**config.mk**
```make
export PLATFORM = sky130hd
export DESIGN_NAME = skew_buf
export DESIGN_NICKNAME = d
export VERILOG_FILES = /design/src/rtl/skew_pkg.sv /design/src/rtl/skew_delay.sv /design/src/rtl/skew_buf.sv
export SDC_FILE = /design/constraint.sdc
export NUM_CORES = 1
export LEC_CHECK = 0
export CORE_ASPECT_RATIO = 0.8
export CORE_UTILIZATION = 50
export CTS_CLUSTER_DIAMETER = 100
export DETAILED_ROUTE_END_ITERATION = 16
export GPL_TIMING_DRIVEN = 0
export PLACE_DENSITY = 0.73
export SLEW_MARGIN = 15
export SYNTH_ARGS = -nofsm -noshare
export SYNTH_HDL_FRONTEND = slang
export SYNTH_SLANG_ARGS = --single-unit
export TNS_END_PERCENT = 20
```
**constraint.sdc**
```tcl
create_clock -name clk -period 24.9 [get_ports clk]
set_input_delay 7.47 -clock clk [delete_from_list [all_inputs] [get_ports clk]]
set_output_delay 7.47 -clock clk [all_outputs]
set_load 0.01 [all_outputs]
```
**src/rtl/skew_pkg.sv**
```systemverilog
// rtl/skew_pkg.sv - shared FSM state type and row counter sizing for skew_buf
package skew_pkg;

    typedef enum logic [1:0] {
        IDLE  = 2'd0,
        LOAD  = 2'd1,
        FLUSH = 2'd2
    } state_t;

    function automatic int row_cnt_width(input int dim);
        return $clog2(dim + 1);
    endfunction

endpackage

```
**src/rtl/skew_delay.sv**
```systemverilog
// rtl/skew_delay.sv - one skew lane: shift-enabled register chain, optional tap select
// Optional feature: SKEW_BUF_DESKEW_EN adds sel to pick the reverse-skew tap.
module skew_delay #(
    parameter int WIDTH   = 8,
    parameter int DEPTH   = 1
`ifdef SKEW_BUF_DESKEW_EN
    ,
    parameter int TAP_FWD = 1,
    parameter int TAP_REV = 1
`endif
) (
    input  logic                    clk,
    input  logic                    clr,
    input  logic                    en,
`ifdef SKEW_BUF_DESKEW_EN
    input  logic                    sel,
`endif
    input  logic signed [WIDTH-1:0] d,
    output logic signed [WIDTH-1:0] q
);

    logic signed [WIDTH-1:0] stage [DEPTH];

    always_ff @(posedge clk) begin
        if (clr) begin
            for (int k = 0; k < DEPTH; k++) stage[k] <= '0;
        end else if (en) begin
            stage[0] <= d;
            for (int k = 1; k < DEPTH; k++) stage[k] <= stage[k-1];
        end
    end

`ifdef SKEW_BUF_DESKEW_EN
    assign q = sel ? stage[TAP_REV-1] : stage[TAP_FWD-1];
`else
    assign q = stage[DEPTH-1];
`endif

endmodule

```
**src/rtl/skew_buf.sv**
```systemverilog
// rtl/skew_buf.sv - row-to-parallelogram skew buffer feeding a systolic array
// Optional feature: SKEW_BUF_DESKEW_EN adds the deskew input (reverse skew per tile).
module skew_buf
    import skew_pkg::*;
#(
    parameter int BITS_AB = 8,
    parameter int DIM     = 8
) (
    input  logic                      clk,
    input  logic                      rst,
`ifdef SKEW_BUF_DESKEW_EN
    input  logic                      deskew,
`endif
    input  logic                      in_valid,
    output logic                      in_ready,
    input  logic signed [BITS_AB-1:0] in_data [DIM],
    output logic                      out_valid,
    input  logic                      out_ready,
    output logic signed [BITS_AB-1:0] out_data [DIM],
    output logic                      out_last,
    output logic                      busy
);

    localparam int CW = row_cnt_width(DIM);
    localparam logic [CW-1:0] ROWS       = CW'(DIM);
    localparam logic [CW-1:0] FLUSH_LAST = CW'((DIM >= 2) ? DIM - 2 : 0);

    state_t        state, state_nxt;
    logic [CW-1:0] cnt, cnt_nxt, fcnt, fcnt_nxt;
    logic          en, accepting, step, tile_end;
    logic signed [BITS_AB-1:0] lane_in [DIM];
`ifdef SKEW_BUF_DESKEW_EN
    logic          deskew_q;
`endif

    assign en        = out_ready || !out_valid;
    assign accepting = (state == IDLE) || (state == LOAD);
    assign step      = en && ((accepting && in_valid) || (state == FLUSH));

    always_ff @(posedge clk) begin
        if (rst) state <= IDLE;
        else     state <= state_nxt;
    end

    always_comb begin
        state_nxt = state;
        cnt_nxt   = cnt;
        fcnt_nxt  = fcnt;
        tile_end  = 1'b0;
        if (step) begin
            case (state)
                IDLE, LOAD: begin
                    if (cnt + CW'(1) == ROWS) begin
                        if (DIM == 1) begin
                            state_nxt = IDLE;
                            cnt_nxt   = '0;
                            tile_end  = 1'b1;
                        end else begin
                            state_nxt = FLUSH;
                            cnt_nxt   = ROWS;
                        end
                    end else begin
                        state_nxt = LOAD;
                        cnt_nxt   = cnt + CW'(1);
                    end
                end
                FLUSH: begin
                    if (fcnt == FLUSH_LAST) begin
                        state_nxt = IDLE;
                        cnt_nxt   = '0;
                        fcnt_nxt  = '0;
                        tile_end  = 1'b1;
                    end else begin
                        fcnt_nxt  = fcnt + CW'(1);
                    end
                end
                default: state_nxt = IDLE;
            endcase
        end
    end

    always_comb begin
        in_ready = en && accepting;
        busy     = (state != IDLE);
    end

    // out_valid/out_last only move when the consumer can take a beat
    always_ff @(posedge clk) begin
        if (rst) begin
            out_valid <= 1'b0;
            out_last  <= 1'b0;
            cnt       <= '0;
            fcnt      <= '0;
        end else begin
            cnt  <= cnt_nxt;
            fcnt <= fcnt_nxt;
            if (en) begin
                out_valid <= step;
                out_last  <= tile_end;
            end
        end
    end

`ifdef SKEW_BUF_DESKEW_EN
    always_ff @(posedge clk) begin
        if (rst)                        deskew_q <= 1'b0;
        else if (state == IDLE && step) deskew_q <= deskew;
    end
`endif

    for (genvar i = 0; i < DIM; i++) begin : g_lane
        assign lane_in[i] = (state == FLUSH) ? '0 : in_data[i];
`ifdef SKEW_BUF_DESKEW_EN
        localparam int DEPTH = (i + 1 > DIM - i) ? i + 1 : DIM - i;
        skew_delay #(
            .WIDTH  (BITS_AB),
            .DEPTH  (DEPTH),
            .TAP_FWD(i + 1),
            .TAP_REV(DIM - i)
        ) u_lane (
            .clk(clk),
            .clr(rst),
            .en (step),
            .sel(deskew_q),
            .d  (lane_in[i]),
            .q  (out_data[i])
        );
`else
        skew_delay #(
            .WIDTH(BITS_AB),
            .DEPTH(i + 1)
        ) u_lane (
            .clk(clk),
            .clr(rst),
            .en (step),
            .d  (lane_in[i]),
            .q  (out_data[i])
        );
`endif
    end

endmodule
```
==> qor.log <==
qor: setup_path.setup.worst_path.end_class primary output
qor: synth.synth_largest_area_cell sky130_fd_sc_hd__edfxtp_1
qor: synth.syn_avg_cell_area 15.9 µm²
qor: power_and_ir_drop.total_leakage_power 5.47 nW
qor: route.highest_routing_layer_actually_used met4
qor: setup_path.path_cells clkdlybuf4s50_1 > nor2b_1 > buf_2 > nor2_1 > clkdlybuf4s50_1
qor: route.met1_length 6640 µm
qor: global_routing.grt_remaining_overflow 0
qor: sta.final_layout_setup_total_negative_slack 0 ps
qor: synth.ys.warnings.count 0
qor: route.drt-vias-per-instance 4.53
qor: synth.ys_seq_elements 300
qor: sta.slew_headroom 54.2%
qor: sta.timing.final.max_slew_violations 0
qor: sta.fin_crit 16260 ps
qor: final_layout.fillerInstances 1689
qor: setup_path.worstReg2RegStart out_valid$_SDFFE_PP0P_
qor: power_and_ir_drop.design_power_total 1.08 mW
qor: clock_tree.ctsHtreeMaxLevel 1
qor: sta.maxClockFrequency 61.5 MHz
qor: route.met2_wirelength 8420 µm
qor: final_layout.final_common_cell sky130_fd_sc_hd__edfxtp_1
qor: final_layout.postLayoutCellArea 14200 µm²
qor: global_routing.grt_max_degree 65
qor: global_routing.grt_use_total 14.1%
qor: global_routing.initial_antenna_violation_count 2
qor: route.final_antenna_net_count 0
qor: clock_tree.clockRootBuffer sky130_fd_sc_hd__clkbuf_16
qor: synth.synthDistinctLibCells 32
qor: synth.synth-seq-area-share 77.2%
qor: setup_path.critical-path-top-delay-family buffers and inverters
qor: floorplanning.rows 49
qor: sta.rsz0062_at_grt false
qor: setup_path.ff2ff_setup_slack 22050 ps
qor: flow_run.max-cap-violations 0
qor: route.number_of_iterations_in_the_first_detailed_routing_pass 4
qor: clock_tree.cts_repair_resize_count 0
qor: final_layout.layout.cells.most_common_list sky130_fd_sc_hd__edfxtp_1 (288), sky130_fd_sc_hd__and2_1 (264), sky130_fd_sc_hd__clkdlybuf4s50_1 (135)
qor: route.wl_met3 867 µm
qor: setup_path.setup.worst_path.end in_ready
qor: setup_path.arrival 8790 ps
qor: setup_path.critical_path.n_buffers_inverters 3
qor: status.result_of_the_run finished, final reports clean
qor: setup_path.r2r.worst_path.cells 7
qor: min_path.worst_hold_class reg -> reg
qor: setup_path.worst_r2r_endpoint g_lane[3].u_lane.stage[1][2]$_SDFFCE_PN0P_
qor: placement.port-buffer-count 135
qor: floorplanning.dieHeight 138 µm
qor: synth.synthesis.area 11500 µm²
qor: placement.dp_hpwl 10600 µm
qor: sta.worst_pin_slew 685 ps
qor: global_routing.global_route_wire_length_before_repair 25500 µm
qor: final_layout.drive_gt1_share 11.6%
qor: setup_path.timing_worst_setup_path_type in -> out
qor: clock_tree.clock_insertion_delay_worst_skew 530 ps
qor: setup_path.cell_type_of_the_slowest_stage_on_the_worst_timing_path sky130_fd_sc_hd__clkdlybuf4s50_1
qor: route.routed_wire_length_per_instance 13.3 µm
qor: placement.placement.cell_area 13400 µm²
qor: placement.place_congestion 0.762
qor: clock_tree.cts_tree yes
qor: clock_tree.clock_tree.buffer_depth 3
qor: route.drt_iter0_markers 433
qor: clock_tree.cts.reportedPaths.clkPinSlew 60 ps
qor: sta.fin_crit_sh 65.3%
qor: setup_path.worst_path_largest_cell_delay 530 ps
qor: floorplanning.num_io_pins 136
qor: route.routed_wl 16300 µm
qor: clock_tree.clock_sink_count 300
qor: final_layout.storage_cell_area 8890 µm²
qor: final_layout.fin_nets 964
qor: clock_tree.cts-buffers-inserted 29
qor: final_layout.multi_input_area 2170 µm²
qor: route.via_count 5545
qor: power_and_ir_drop.cellPowerDensity 75.5 nW/µm²
qor: setup_path.worst_setup_path_start_kind input port
qor: synth.netlist_top_cells_area sky130_fd_sc_hd__edfxtp_1 (75%), sky130_fd_sc_hd__and2_1 (14%), sky130_fd_sc_hd__buf_4 (2.7%)
qor: clock_tree.post_cts_hold_buffer_count 0
qor: route.drt_drc_violations_left 0
qor: power_and_ir_drop.peak_vdd_ir 0.0611 mV
qor: floorplanning.die_area 23600 µm²
qor: setup_path.required 17430 ps
qor: floorplanning.start_util 51.0%
qor: synth.synth_top_area_share 75.1%
qor: sta.hold_viol_final 0
qor: synth.synthesis.nets 793
qor: floorplanning.core_area 22600 µm²
qor: setup_path.worst-path-stages 5
qor: sta.final-setup-viol-count 0
qor: global_routing.grt_pass1_vias 5119
qor: setup_path.crit_start out_ready
qor: floorplanning.die_w 172 µm
qor: setup_path.cp_max_fo 7
qor: setup_path.critPathMostFrequentCell sky130_fd_sc_hd__clkdlybuf4s50_1
qor: sta.finalClockSkew 12.4 ps
qor: final_layout.synthToLayoutAreaGrowth 23.7%
qor: clock_tree.cts_setup_buffers 0
qor: synth.synthCells 724
[layout make-up]
type                       count  area share, %
buffer                        74           3.24
sequential                   300           62.4
timing repair buffer         140           10.3
clock inverter                 6          0.395
tap                          306           2.69
inverter                       1         0.0264
clock buffer                  45           5.67
multi-input combinational    349           15.2
antenna                        3         0.0527
[power breakdown]
| part | internal (mW) | switching, mW |
|---|---|---|
| Sequential | 0.592 | 0.00715 |
| Clock | 0.232 | 0.171 |
| Combinational | 0.0406 | 0.0334 |
[cell usage after synthesis]
| library cell | number |
|---|---|
| sky130_fd_sc_hd__buf_4 | 42 |
| sky130_fd_sc_hd__dfxtp_1 | 12 |
| sky130_fd_sc_hd__o21ai_0 | 1 |
| sky130_fd_sc_hd__mux2i_1 | 1 |
| sky130_fd_sc_hd__or2_2 | 1 |
| sky130_fd_sc_hd__nand3_1 | 7 |
| sky130_fd_sc_hd__and2b_1 | 1 |
| sky130_fd_sc_hd__nor3_4 | 1 |
| sky130_fd_sc_hd__nor2b_1 | 28 |
| sky130_fd_sc_hd__o211ai_1 | 1 |
| sky130_fd_sc_hd__nand4_1 | 1 |
| sky130_fd_sc_hd__xnor2_1 | 1 |
| sky130_fd_sc_hd__ha_1 | 1 |
| sky130_fd_sc_hd__nand3b_1 | 1 |
| sky130_fd_sc_hd__buf_1 | 2 |
| sky130_fd_sc_hd__clkbuf_1 | 9 |
| sky130_fd_sc_hd__buf_2 | 1 |
| sky130_fd_sc_hd__xor2_1 | 1 |
| sky130_fd_sc_hd__nand2b_1 | 3 |
| sky130_fd_sc_hd__nor3_2 | 1 |
| sky130_fd_sc_hd__nor2_1 | 7 |
| sky130_fd_sc_hd__nor3_1 | 5 |
| sky130_fd_sc_hd__nand2_1 | 7 |
| sky130_fd_sc_hd__a31oi_1 | 2 |
| sky130_fd_sc_hd__nand4b_1 | 1 |
| sky130_fd_sc_hd__and2_1 | 264 |
| sky130_fd_sc_hd__inv_1 | 1 |
| sky130_fd_sc_hd__a21oi_1 | 9 |
| sky130_fd_sc_hd__o2111a_1 | 1 |
| sky130_fd_sc_hd__edfxtp_1 | 288 |
| sky130_fd_sc_hd__clkbuf_2 | 20 |
| sky130_fd_sc_hd__or3_1 | 3 |
[worst min-delay path by stage]
| stage | from | cells past startpoint | to | slack, ps |
|---|---|---|---|---|
| after floorplan | cnt[1]$_SDFFE_PP0P_ | 2 | cnt[1]$_SDFFE_PP0P_ | 480 |
| after global placement | out_last$_SDFFE_PP0P_ | 2 | out_last$_SDFFE_PP0P_ | 450 |
| after detailed placement | out_last$_SDFFE_PP0P_ | 2 | out_last$_SDFFE_PP0P_ | 450 |
| after CTS | out_last$_SDFFE_PP0P_ | 2 | out_last$_SDFFE_PP0P_ | 460 |
| after global routing | out_last$_SDFFE_PP0P_ | 2 | out_last$_SDFFE_PP0P_ | 480 |
| final | out_last$_SDFFE_PP0P_ | 2 | out_last$_SDFFE_PP0P_ | 460 |
[cell families after synthesis]
group | Yosys count | share of synthesized area, %
compound gates | 14 | 0.706
xor+xnor | 2 | 0.152
fa+ha+maj | 1 | 0.109
buf+inv | 75 | 4.04
flops | 300 | 77.2
mux | 1 | 0.0869
simple gates | 331 | 17.7
[stage by stage]
stage	utilization (%)	instances	setup slack, ps	hold slack, ps
floorplan	-	724	9610	478
global placement	58.7	1165	7380	449
detailed placement	59.3	1170	8640	453
CTS	63.1	1221	8630	461
global route	63.1	1221	8580	482
finish	63.1	1224	8640	461
[sequential cells by signal, indices dropped and copies added (netlist names)]
| name | count |
|---|---|
| g_lane.u_lane.stage | 288 |
| cnt | 4 |
| fcnt | 4 |
| state | 2 |
| out_last | 1 |
| out_valid | 1 |
[layer usage]
metal  GRT usage (%)  vias to the layer above
li1                -                     2819
met1            18.1                     2562
met2            24.5                      135
met3            2.76                       29
met4            4.07                        0
met5               0                        -
[worst register-to-register path, cell delays in order (launching register included)]
cell and delay (ps):
sky130_fd_sc_hd__dfxtp_1 320, sky130_fd_sc_hd__nor2b_1 130, sky130_fd_sc_hd__buf_2 170, sky130_fd_sc_hd__nor2_1 380, sky130_fd_sc_hd__or3_4 550, sky130_fd_sc_hd__buf_16 330, sky130_fd_sc_hd__buf_16 340, sky130_fd_sc_hd__buf_12 310
No activity file was read; power rests on OpenSTA's default activity.
